[config.mk]
export PLATFORM = sky130hd
export DESIGN_NAME = quat_normalize
export DESIGN_NICKNAME = d
export VERILOG_FILES = /design/src/rtl/quat_normalize.sv
export SDC_FILE = /design/constraint.sdc
export NUM_CORES = 1
export LEC_CHECK = 0
export BUFFER_PORTS_ARGS = -buffer_cell sky130_fd_sc_hd__buf_2
export CORE_MARGIN = 3
export CORE_UTILIZATION = 55
export DETAILED_ROUTE_END_ITERATION = 8
export HOLD_SLACK_MARGIN = 0.05
export PLACE_DENSITY = 0.76
export SLEW_MARGIN = 20
export SYNTH_ARGS = -nofsm -noshare
export SYNTH_HDL_FRONTEND = slang
export SYNTH_SLANG_ARGS = --single-unit
[constraint.sdc]
create_clock -name clk -period 26.3 [get_ports clk]
set_input_delay 2.63 -clock clk [delete_from_list [all_inputs] [get_ports clk]]
set_output_delay 2.63 -clock clk [all_outputs]
set_load 0.005 [all_outputs]
[src/rtl/quat_normalize.sv]
// Quaternion normaliser: sum of squares -> external inverse-sqrt unit -> per-component scale.
// Optional define QUAT_NORM_ROUND_EN selects round-half-up instead of truncation.
module quat_normalize #(
    parameter int INT_WIDTH   = 4,
    parameter int FRACT_WIDTH = 12
) (
    input  logic                                     clk,
    input  logic                                     rst,
    input  logic [4*(INT_WIDTH+FRACT_WIDTH)-1:0]     q_in,
    input  logic                                     valid_in,
    output logic                                     ready_in,
    output logic [INT_WIDTH+FRACT_WIDTH-1:0]         isq_data,
    output logic                                     isq_valid,
    input  logic                                     isq_ready,
    input  logic [INT_WIDTH+FRACT_WIDTH-1:0]         isq_result,
    input  logic                                     isq_result_valid,
    output logic                                     isq_result_ready,
    output logic [4*(INT_WIDTH+FRACT_WIDTH)-1:0]     q_out,
    output logic                                     valid_out,
    input  logic                                     ready_out,
    output logic                                     zero_norm,
    output logic                                     sat
);

    localparam int W     = INT_WIDTH + FRACT_WIDTH;
    localparam int MUL_W = 2 * W + 2;
    localparam int SH_W  = MUL_W - FRACT_WIDTH;

    localparam logic [SH_W-1:0]        UMAX = SH_W'((1 << W) - 1);
    localparam logic signed [SH_W-1:0] SMAX = SH_W'((1 << (W - 1)) - 1);
    localparam logic signed [SH_W-1:0] SMIN = ~SMAX;

    typedef enum logic [2:0] {
        S_IDLE,
        S_SQUARE,
        S_CHECK,
        S_REQ,
        S_WAIT,
        S_SCALE,
        S_OUT
    } state_t;

    state_t                  state;
    logic [1:0]              idx;
    logic signed [W-1:0]     comp [4];
    logic signed [MUL_W-1:0] acc;
    logic [W-1:0]            inv;

    logic signed [W:0]       mul_a;
    logic signed [W:0]       mul_b;
    logic signed [MUL_W-1:0] product;
    logic [SH_W-1:0]         sum_chk;
    logic [W:0]              scaled;

    // Accumulated sum of squares is never negative, so the shift is a plain divide.
    function automatic logic [SH_W-1:0] acc_shift(input logic signed [MUL_W-1:0] a);
        logic signed [MUL_W-1:0] r;
`ifdef QUAT_NORM_ROUND_EN
        r = a + $signed(MUL_W'(1 << (FRACT_WIDTH - 1)));
`else
        r = a;
`endif
        acc_shift = SH_W'(r >>> FRACT_WIDTH);
    endfunction

    // Returns {clipped, value}; the arithmetic shift floors toward -inf.
    function automatic logic [W:0] scale_sat(input logic signed [MUL_W-1:0] p);
        logic signed [MUL_W-1:0] r;
        logic signed [SH_W-1:0]  s;
`ifdef QUAT_NORM_ROUND_EN
        r = p + $signed(MUL_W'(1 << (FRACT_WIDTH - 1)));
`else
        r = p;
`endif
        s = $signed(SH_W'(r >>> FRACT_WIDTH));
        if (s > SMAX)
            scale_sat = {1'b1, SMAX[W-1:0]};
        else if (s < SMIN)
            scale_sat = {1'b1, SMIN[W-1:0]};
        else
            scale_sat = {1'b0, s[W-1:0]};
    endfunction

    // Single shared multiplier: squares during SQUARE, comp * 1/|q| during SCALE.
    always_comb begin
        mul_a   = {comp[idx][W-1], comp[idx]};
        mul_b   = (state == S_SCALE) ? $signed({1'b0, inv}) : mul_a;
        product = mul_a * mul_b;
        sum_chk = acc_shift(acc);
        scaled  = scale_sat(product);
    end

    always_ff @(posedge clk or posedge rst) begin
        if (rst) begin
            state            <= S_IDLE;
            idx              <= '0;
            acc              <= '0;
            inv              <= '0;
            for (int i = 0; i < 4; i++) comp[i] <= '0;
            ready_in         <= 1'b0;
            isq_data         <= '0;
            isq_valid        <= 1'b0;
            isq_result_ready <= 1'b0;
            q_out            <= '0;
            valid_out        <= 1'b0;
            zero_norm        <= 1'b0;
            sat              <= 1'b0;
        end else begin
            case (state)
                S_IDLE: begin
                    ready_in <= 1'b1;
                    if (valid_in && ready_in) begin
                        for (int i = 0; i < 4; i++) comp[i] <= q_in[(3 - i) * W +: W];
                        acc       <= '0;
                        idx       <= '0;
                        ready_in  <= 1'b0;
                        zero_norm <= 1'b0;
                        sat       <= 1'b0;
                        state     <= S_SQUARE;
                    end
                end
                S_SQUARE: begin
                    acc <= acc + product;
                    idx <= idx + 2'd1;
                    if (idx == 2'd3) state <= S_CHECK;
                end
                S_CHECK: begin
                    if (sum_chk > UMAX) begin
                        isq_data  <= '1;
                        sat       <= 1'b1;
                        isq_valid <= 1'b1;
                        state     <= S_REQ;
                    end else if (sum_chk == '0) begin
                        q_out     <= {W'(1 << FRACT_WIDTH), {(3 * W){1'b0}}};
                        zero_norm <= 1'b1;
                        valid_out <= 1'b1;
                        state     <= S_OUT;
                    end else begin
                        isq_data  <= sum_chk[W-1:0];
                        isq_valid <= 1'b1;
                        state     <= S_REQ;
                    end
                end
                S_REQ: begin
                    if (isq_ready) begin
                        isq_valid        <= 1'b0;
                        isq_result_ready <= 1'b1;
                        state            <= S_WAIT;
                    end
                end
                S_WAIT: begin
                    if (isq_result_valid) begin
                        inv              <= isq_result;
                        isq_result_ready <= 1'b0;
                        idx              <= '0;
                        state            <= S_SCALE;
                    end
                end
                S_SCALE: begin
                    q_out[(3 - int'(idx)) * W +: W] <= scaled[W-1:0];
                    if (scaled[W]) sat <= 1'b1;
                    idx <= idx + 2'd1;
                    if (idx == 2'd3) begin
                        valid_out <= 1'b1;
                        state     <= S_OUT;
                    end
                end
                S_OUT: begin
                    if (ready_out) begin
                        valid_out <= 1'b0;
                        state     <= S_IDLE;
                    end
                end
                default: state <= S_IDLE;
            endcase
        end
    end

endmodule
[Yosys cells after proc, flatten, opt, wreduce, memory -nomap -nowiden]
Cells that the tools add are included.
Cells by class
  order comparisons: 4
  shifts and indexed selects: 2
  eq/ne operators: 19
  multiply operators: 1
  bitwise gates (word level): 1
  add/sub/neg operators: 4
  reduce and logical (&&, ||, !) cells: 24
  mux-type cells: 44
Operators with widths (count)
  $mux 64: 2
  $pmux 64 s2: 1
  $pmux 34 s2: 1
  $bwmux 64: 1
  $mux 16: 4
  $shift 16x33->64 const A: 1
  $shiftx 16x33->64: 1
  $mux 17: 3
  $add 34x33->34: 1
  $mux 34: 1
  $mul 16x17->33: 1
  $neg 7->33: 1
  $bmux 16 s2: 1
  $mux 3: 8
  $gt 22x16->1 const B: 1
  $logic_not 22->1: 1
  $gt 21x16->1 const B: 1
  $lt 21x16->1 const B: 1
  $pmux 3 s7: 1
  $ne 2x2->1 const B: 10
  $mux 1: 13
  $reduce_and 3->1: 4
  $reduce_bool 2->1: 5
  $eq 3x3->1 const B: 3
  other kinds (21): 32
Word-level totals
  register bits: 205
  logic and storage cells: 115
  input bits: 86

[Logic depth before layout (Yosys ltp)]
Gate-level depths: netlist of run 1.
  depth in word-level cells: 12
  gate-level depth with buffers: 40
  depth with buffers taken out: 37

[Least setup slack after synthesis of run 1]
No wires, ideal clock.
  path type: register -> register
  from: register idx[1]
  to: register acc[33]
  stages on the path, launching flop included: 39
  required time: 26.167 ns
  period minus slack after synthesis: 9.271 ns
  arrival: 9.139 ns
  setup time: 0.133 ns
  slack: 17.029 ns
  cells stage by stage: dfrtp_1 clkbuf_1 buf_2 buf_1 mux2i_1 nand2_1 o21ai_1 clkbuf_1 nor2_1 fa_1 inv_1 fa_1 fa_1 fa_1 inv_1 fa_1 inv_1 fa_1 (+3 left out) nand2b_1 o21ai_1 o21bai_1 a41oi_1 o21ai_0 a21oi_1 xnor2_1 ha_1 a21oi_1 o21ai_0 nor2_1 o211a_1 o31a_1 o21ai_0 a311oi_1 xor2_1 o211ai_1 o31ai_1
On the way
  longest elaborated chain between the ends: 8
Ends and longest elaborated chain
  from (decl): RTL line 44  | logic [1:0] idx;
  from (signal assigned): RTL line 124  | idx <= idx + 2'd1;
  from (signal assigned): RTL line 162  | idx <= idx + 2'd1;
  $not 2->3 (not written as such) *: RTL line 86  | mul_a = {comp[idx][W-1], comp[idx]};
  $bmux 16 s2 *: RTL line 86
  $mux 16 (not written as such) * (2 in a row): RTL line 86
  $mux 17: RTL line 87  | mul_b = (state == S_SCALE) ? $signed({1'b0, inv}) : mul_a;
  $mul 16x17->33 *: RTL line 88  | product = mul_a * mul_b;
  $add 34x33->34 *: RTL line 123  | acc <= acc + product;
  $pmux 34 s2 *: RTL line 109  | case (state)
  to (signal assigned): RTL line 123
  to (decl): RTL line 46  | logic signed [MUL_W-1:0] acc;
Every way passes the cells marked *; elsewhere a longest branch is shown, timed or not. The select of a mux whose other input is x is not followed.
A chain may end at the register's enable or synchronous reset.

[Final worst setup path of run 1]
  from: register state[2]
  to: register acc[33]
On the way
  longest elaborated chain between the ends: 5
  elaborated cells on any way between the ends: 10
  classes of those cells: 1 x add/sub; 1 x mul; 3 x eq/ne; 2 x mux; 3 x reduce/logical
Ends and longest elaborated chain
  from (decl): RTL line 43  | state_t state;
  from (signal assigned): RTL line 95  | state <= S_IDLE;
  from (signal assigned): RTL line 119  | state <= S_SQUARE;
  from (signal assigned): RTL line 125  | if (idx == 2'd3) state <= S_CHECK;
  $eq 3x3->1: RTL line 87
  $mux 17: RTL line 87
  $mul 16x17->33: RTL line 88
  $add 34x33->34: RTL line 123
  $pmux 34 s2: RTL line 109
Parallel ways exist; a longest one is shown, timed or not.

==> flow_summary.ini, run 1 <==
[outcome]
status = finished, final reports clean

[clock_tree]
clockBufferDepth = 3
cts_tree = done
root_buffer = clkbuf_16
cts_resized = 0
htree_num_levels = 1
cts_hold_buf = 0
cts_sinks = 205
insertion_delay_ps = 560
postCtsSetupBuffers = 0
path_clk_slew_ps = 60
numCtsBuffers = 24

[timing]
max_freq_ghz = 0.09145
worstMarginPinSlew_ps = 1052
rsz0062_at_grt = false
fin_tns_setup_ps = 0
maxSlewViolCount = 0
worst_slack_ps = 15370
period_share = 0.4158
setup_viol = 0
slew_headroom = 0.2938
fin_crit_ps = 10940
skew_ps = 14.56
hold_viol = 0

[yosys]
synth_cell_type_count = 70
syn-cell-area_mm2 = 0.02086
synth-edff-count = 0
avgSynthCellArea_um2 = 8.777
syn-instance-count = 2377
synth-main-ff-cell = dfrtp_1
syn_nets = 2861
yosysWarnings = 0
ys_ff_latch = 205
yosysSeqAreaShare = 0.2459
synthArstFlopShare = 1.000

[global_route]
antenna_found_initial = 0
grt_start_max_net_pins = 120
gr-total-overflow = 0
grt_usage = 0.2883
grt_pass1_wl_um = 94240
grt_pass1_vias = 17970

[drt]
drc_errors = 0
drt_iter0_markers = 1305
via_per_inst = 5.651
routed_wl_um = 56930
drtAntennaViolNets = 0
first_pass_iters = 5
vias = 17120
drt-wirelength-per-cell_um = 18.80

[die]
initial_core_util = 0.5645
fp.dieW_um = 200.8
io_pins = 172
core_region_area_mm2 = 0.03696
num_rows = 70
design.die.area_mm2 = 0.04030
die_h_um = 200.8

[place]
gp_congestion = 0.9853
port_buffers = 171
pre_cts_slack_ps = 15630
dp_hpwl_um = 44170

[layout]
drive_gt1_frac = 0.1156
final_nets = 2991
areaGrowthSynthToFinish_pct = 10.74
num_antenna_cells = 0
fin_util = 0.6251
nFillCells = 3194

[setup_path]
cp_num_buf_inv = 6
cp.required_ps = 26720
startpoint_type = flip-flop
critPathCaptureType = flip-flop
critPathMaxStageDelay_ps = 810
criticalPathCategory = flip-flop to flip-flop
cp_top_family = adder cells
arrival_ps = 11360
crit_slowest_cell = a21oi_1
cp_common_cell = fa_1
path_max_fanout = 44

[worst_hold_path]
min_path_type = flip-flop to flip-flop

[job]
cap_violations = 0
-- placed cells by master (no fill, tap or decap), types with 6 or more instances in the layout --
cell type  count
nand2_1      441
xnor2_1       41
nor2_1       242
fa_1         277
o21a_1        19
nand3_1       46
nand2b_1      18
or3_1         10
o21bai_1       9
mux4_2         6
o21ai_1       22
mux2i_1       17
xor2_1        25
buf_4         19
a21oi_1       69
a211oi_1       8
clkbuf_1       6
a21o_1        23
a221o_1        8
nor2b_1       10
ha_1         121
clkbuf_16     24
nand4_1       10
and2_1        19
dfrtp_1      205
mux2_2        27
buf_2        171
a22o_1         7
o21ai_0      133
inv_1        374
nor3_1        14
-- through the flow --
step                      std cells  cell area, um2  hold WS [ps]
after floorplan                2377           20860         440.1
after global placement         2985           22200         455.7
after detailed placement       2985           22210         458.0
after CTS                      3029           23090         473.2
after global routing           3029           23100         490.5
final                          3029           23100         468.3
-- cell usage after synthesis (4+ instances only) --
cell type	number	area [um2]
nand2_1	442	1659
inv_1	375	1408
fa_1	277	5545
nor2_1	243	912.1
dfrtp_1	205	5130
o21ai_0	135	675.7
ha_1	121	1514
a21oi_1	71	355.3
clkbuf_1	70	262.8
nand3_1	47	235.2
xnor2_1	41	359.1
mux2_2	27	304.0
xor2_1	25	219.0
a21o_1	23	172.7
o21ai_1	21	105.1
and2_1	19	118.9
o21a_1	19	142.6
nand2b_1	18	112.6
mux2i_1	17	170.2
nor3_1	16	80.08
nor2b_1	11	68.82
buf_2	10	50.05
nand4_1	10	62.56
or3_1	10	62.56
o21bai_1	9	67.56
a211oi_1	8	60.06
a221o_1	8	80.08
a22o_1	7	61.31
buf_1	6	22.52
mux4_2	6	135.1
a21boi_0	5	37.54
nor4_1	5	31.28
or2_2	5	31.28
a31oi_1	4	25.02
o211ai_1	4	30.03
o31ai_1	4	30.03
-- tightest hold or removal path: cells and delay by family (launching register included) --
family        cells  cell delay, ps
simple gates      2             100
flops             1             340
-- layout make-up --
| cell class | count | area (um2) | share of cell area |
|---|---|---|---|
| multi-input cells | 1710 | 14030 | 0.6075 |
| well taps | 504 | 630.6 | 0.02730 |
| clock buffers | 33 | 664.4 | 0.02876 |
| inverters | 375 | 1415 | 0.06125 |
| repair buffers | 191 | 1010 | 0.04371 |
| flip-flops and latches | 205 | 5130 | 0.2221 |
| clock inverters | 11 | 219.0 | 0.009478 |
-- layer usage --
layer / up-vias / routed length (um) / track usage
met5: - / 0 / 0
met4: 0 / 2253 / 0.1031
met3: 145 / 5108 / 0.06259
met2: 792 / 26520 / 0.4580
met1: 8431 / 23050 / 0.3947
li1: 7749 / - / -
-- flip-flops by register name, summed over array words and instances, names as in the netlist --
register	count
acc	34
inv	16
comp	64
zero_norm	1
isq_data	16
isq_valid	1
isq_result_ready	1
q_out	64
idx	2
ready_in	1
valid_out	1
state	3
sat	1
-- worst paths after layout --
check	startpoint	depth (start not counted)	endpoint	slack, ps
min in group asynchronous	rst	2	zero_norm	2260
hold / removal	comp[17]	2	comp[17]	470
hold reg to reg	comp[17]	2	comp[17]	470
setup reg to reg	state[2]	34	acc[33]	15370
max in group asynchronous	rst	3	q_out[44]	22780
setup / recovery	state[2]	34	acc[33]	15370
-- logic make-up after synthesis --
kind of cell,share of synthesized area
AOI/OAI and AO/OA,0.1047
xor gates and xnor gates,0.02771
adders and majority gates,0.3384
buffers and inverters,0.08390
DFF,0.2459
muxes,0.02921
and+or+nand+nor,0.1703
Power of run 1 is not shown: default switching activity piles up to over one toggle a cycle in this logic, so the estimate is an artifact.
==> run 2, diff against run 1 <==
==> constraint.sdc (replaced) <==
create_clock -name clk -period 10.1 [get_ports clk]
set_input_delay 1.01 -clock clk [delete_from_list [all_inputs] [get_ports clk]]
set_output_delay 1.01 -clock clk [all_outputs]
set_load 0.005 [all_outputs]
==> run 2 against run 1 <==
  * Via count is 1.6% higher
  * Clock-buffer cell count unchanged
  * Routed wire length rose by 3.6%
  * Hold slack improved by 1.3 ps
  * Critical path type unchanged
==> flow_summary.ini, run 2 (synthesis gave the netlist of run 1 again) <==
[clock_tree]
htree_num_levels = 1
insertion_delay_ps = 570
root_buffer = clkbuf_16
numCtsBuffers = 24
clockBufferDepth = 3
cts_sinks = 205
cts_tree = done
path_clk_slew_ps = 70

[timing]
fin_tns_setup_ps = 0
worstMarginPinSlew_ps = 1053
maxSlewViolCount = 0
setup_viol = 0
slew_headroom = 0.2971
hold_viol = 0
holdWs_ps = 469.6
max_freq_ghz = 0.1055
skew_ps = 28.81
period_share = 0.9388
rsz0062_at_grt = false
fin_crit_ps = 9482

[setup_path]
crit_slowest_cell = fa_1
arrival_ps = 9920
worstSetupStartpoint = state[0]
cp_top_family = adder cells
critPathMaxStageDelay_ps = 570
reg2reg_from = state[0]
cp.required_ps = 10530
cp_common_cell = fa_1
criticalPathCategory = flip-flop to flip-flop
startpoint_type = flip-flop
timing.rr.end = acc[33]
r2r_cells = 35
r2r_slack_ps = 620
cp_num_buf_inv = 6
path_max_fanout = 50
critPathCaptureType = flip-flop

[worst_hold_path]
min_path_type = flip-flop to flip-flop
worstHoldEndpoint = comp[31]
holdPathStages = 2
hold_start = comp[31]

[drt]
via_per_inst = 5.666
top_layer = met4
drt_iter0_markers = 1294
drtAntennaViolNets = 0
wl_met2_um = 27110
vias = 17390
drt-wirelength-per-cell_um = 19.21
wl_met1_um = 24510
drc_errors = 0
routed_wl_um = 58970
first_pass_iters = 6
route.met3.wl_um = 5132

[global_route]
grt_start_max_net_pins = 132
grt_pass1_vias = 18000
antenna_found_initial = 0
gr-total-overflow = 0
grt_usage = 0.2959
grt_pass1_wl_um = 96320

[layout]
mostFrequentLayoutCells = 439 x nand2_1, 373 x inv_1, 277 x fa_1
final_nets = 3031
fin_area_mm2 = 0.02347
areaGrowthSynthToFinish_pct = 12.49
top_regs = comp x64, q_out x64, acc x34
drive_gt1_frac = 0.1365
num_antenna_cells = 0
layout_commonest_cell = nand2_1

[job]
cap_violations = 0

[die]
design.die.area_mm2 = 0.04030
die_h_um = 200.8
initial_core_util = 0.5645
num_rows = 70
fp.dieW_um = 200.8
core_region_area_mm2 = 0.03696
io_pins = 172

[place]
placed_area_mm2 = 0.02249
gp_congestion = 1.015
port_buffers = 171
dp_hpwl_um = 45990

[outcome]
status = finished, final reports clean
## run 2: cell types whose count changed in the layout (fill, tap and decap cells not counted), moves of 3 or more
cell	change
buf_4	+38
mux2i_1	-5
buf_12	+3
bufinv_16	-3
clkinv_2	+3
mux2i_4	+3
## run 2: worst register-to-register path: cells and delay by family (launching register included)
family / cells / cell delay, ps
compound gates: 14 / 2840
xor+xnor: 2 / 330
fa+ha+maj: 8 / 3850
buf+inv: 6 / 750
flops: 1 / 510
mux: 1 / 540
simple gates: 4 / 570
## run 2: final cells by class
type,count,area (um2)
inverters,375,1419
clock inverters,11,146.4
repair buffers,231,1344
multi-input cells,1710,14110
well taps,504,630.6
fillers,3204,13490
flip-flops and latches,205,5135
clock buffers,33,684.4
## run 2: how the worst max path moves through the flow
stage	endpoint	slack, ps	cells past startpoint
finish	acc[33]	620	35
global route	acc[28]	60	32
CTS	acc[28]	70	30
detailed placement	acc[33]	50	31
global placement	acc[33]	160	33
floorplan	acc[33]	830	38
## run 2: repair_timing
action,4_1_cts,5_1_grt
endpoints found under the setup margin,0,8
setup buffers,0,4
resized for setup,0,24
hold buffers,0,0
## run 2: layer usage
layer,vias to the layer above,track usage
li1,7838,-
met4,0,0.09009
met3,137,0.05805
met1,8656,0.4142
met5,-,0
met2,759,0.4720
## run 2: stage by stage
step / std cells / utilization / setup WS [ps]
2_1_floorplan: 2377 / - / 828.5
3_3_place_gp: 3020 / 0.6084 / 162.4
3_5_place_dp: 3020 / 0.6084 / 53.70
4_1_cts: 3064 / 0.6309 / 65.57
5_1_grt: 3069 / 0.6350 / 56.72
6_report: 3069 / 0.6350 / 617.8
Power of run 2 is left out for the same reason.
==> run 3, diff against run 2 <==
--- a/config.mk
+++ b/config.mk
@@ -7,10 +7,10 @@
 export LEC_CHECK = 0
 export BUFFER_PORTS_ARGS = -buffer_cell sky130_fd_sc_hd__buf_2
 export CORE_MARGIN = 3
-export CORE_UTILIZATION = 55
+export CORE_UTILIZATION = 25
 export DETAILED_ROUTE_END_ITERATION = 8
 export HOLD_SLACK_MARGIN = 0.05
-export PLACE_DENSITY = 0.76
+export PLACE_DENSITY = 0.42
 export SLEW_MARGIN = 20
 export SYNTH_ARGS = -nofsm -noshare
 export SYNTH_HDL_FRONTEND = slang
==> run 3 against run 2 <==
  * Sequential cell count did not move
  * Via count fell by 2.6%
  * Clock-buffer cell count rose by 5
  * Final area rose by 3.9%
  * First-iteration DRC count fell by 25%
  * Die area rose by 120%
  * Utilization fell by 34 points
  * Worst setup slack got worse by 96 ps
  * Register-to-register slack got worse by 96 ps
  * Routed wire length rose by 16%
  * Largest cell class unchanged
==> flow_summary.ini, run 3 (synthesis gave the netlist of run 1 again) <==
[outcome]
status = finished, final reports clean

[clock_tree]
htree_num_levels = 1
cts_sinks = 205
root_buffer = clkbuf_16
numCtsBuffers = 28
insertion_delay_ps = 600
cts_tree = done
cts_hold_buf = 0
path_clk_slew_ps = 60
clockBufferDepth = 3

[setup_path]
worstSetupStartpoint = idx[1]
arrival_ps = 10030
path_max_fanout = 30
reg2reg_from = idx[1]
startpoint_type = flip-flop
critPathMaxStageDelay_ps = 540
criticalPathCategory = flip-flop to flip-flop
cp.required_ps = 10550
crit_slowest_cell = fa_1
critPathCaptureType = flip-flop
cp_common_cell = fa_1

[drt]
first_pass_iters = 5
route.met3.wl_um = 4085
vias = 16940
top_layer = met4
via_per_inst = 4.638
wl_met1_um = 30520
drc_errors = 0
drt_iter0_markers = 966
drt-wirelength-per-cell_um = 18.80
routed_wl_um = 68640
drtAntennaViolNets = 0
wl_met2_um = 32620

[timing]
skew_ps = 22.95
hold_viol = 0
worstMarginPinSlew_ps = 1108
worst_slack_ps = 521.7
maxSlewViolCount = 0
slew_headroom = 0.2554
fin_tns_setup_ps = 0
period_share = 0.9483
setup_viol = 0
fin_crit_ps = 9578
rsz0062_at_grt = false
max_freq_ghz = 0.1044

[global_route]
grt_usage = 0.1592
grt_pass1_vias = 17790
antenna_found_initial = 1
grt_pass1_wl_um = 106900
gr-total-overflow = 0
grt_start_max_net_pins = 101

[place]
placed_area_mm2 = 0.02333
pre_cts_slack_ps = 71.59
port_buffers = 171
dp_hpwl_um = 55030
gp_congestion = 0.8750

[layout]
drive_gt1_frac = 0.1410
mostFrequentLayoutCells = 439 x nand2_1, 374 x inv_1, 277 x fa_1
final_nets = 3049
fin_area_mm2 = 0.02439
layout_commonest_cell = nand2_1
top_regs = comp x64, q_out x64, acc x34
nFillCells = 8723
areaGrowthSynthToFinish_pct = 16.93

[die]
initial_core_util = 0.2533
fp.dieW_um = 294.9
num_rows = 105
design.die.area_mm2 = 0.08695
core_region_area_mm2 = 0.08237
die_h_um = 294.9
io_pins = 172

[worst_hold_path]
min_path_type = flip-flop to flip-flop
hold_start = comp[4]

[job]
cap_violations = 0
[run 3: cell types whose count changed in the layout (fill, tap and decap cells not counted), moves of 2 or more]
cell / before / now
o21ai_1: 22 / 15
clkbuf_16: 24 / 28
nor2_2: 3 / 1
buf_4: 57 / 70
clkinv_2: 4 / 1
clkbuf_1: 4 / 6
mux2i_1: 12 / 14
o21ai_2: 4 / 9
[run 3: critical path, delay by kind of cell, from the launching register on]
family / cells / cell delay [ps]
adders and majority gates: 8 / 3820
buffers and inverters: 6 / 760
muxes: 1 / 460
AOI/OAI and AO/OA: 11 / 2340
and+or+nand+nor: 7 / 1240
DFF: 1 / 370
xor gates and xnor gates: 2 / 370
[run 3: layout make-up]
cell class | instances | area (um2) | share of cell area
timing repair buffer | 245 | 1453 | 0.05955
sequential | 205 | 5131 | 0.2103
tap | 1070 | 1339 | 0.05488
clock inverter | 8 | 148.9 | 0.006104
multi-input combinational | 1710 | 14130 | 0.5791
inverter | 375 | 1415 | 0.05801
clock buffer | 38 | 778.2 | 0.03190
antenna | 1 | 2.502 | 0.0001026
[run 3: routing by layer]
metal,vias to the layer above,global-route usage
li1,7874,-
met1,8570,0.2169
met2,416,0.2643
met3,78,0.02984
met4,0,0.03177
met5,-,0
[run 3: what timing repair did]
| action | CTS | global route |
|---|---|---|
| resized for setup | 0 | 21 |
| hold endpoints to repair | 0 | 0 |
| setup endpoints to repair | 0 | 6 |
| buffers inserted | 0 | 4 |
[run 3: metrics by stage]
stage | std cells | hold WS (ps) | util
after floorplan | 2377 | 440.1 | -
after global placement | 3601 | 454.1 | 0.2832
after detailed placement | 3601 | 456.9 | 0.2832
after CTS | 3647 | 471.1 | 0.2945
after global routing | 3651 | 490.6 | 0.2961
final | 3652 | 467.4 | 0.2961
[run 3: worst paths after layout]
check	to	slack (ps)	cells after the start
worst max-delay path	acc[33]	520	35
worst min-delay path	comp[4]	470	2
worst max register to register	acc[33]	520	35
worst min register to register	comp[4]	470	2
max in group asynchronous	inv[15]	8220	3
min in group asynchronous	ready_in	500	2
Power of run 3 is left out for the same reason.
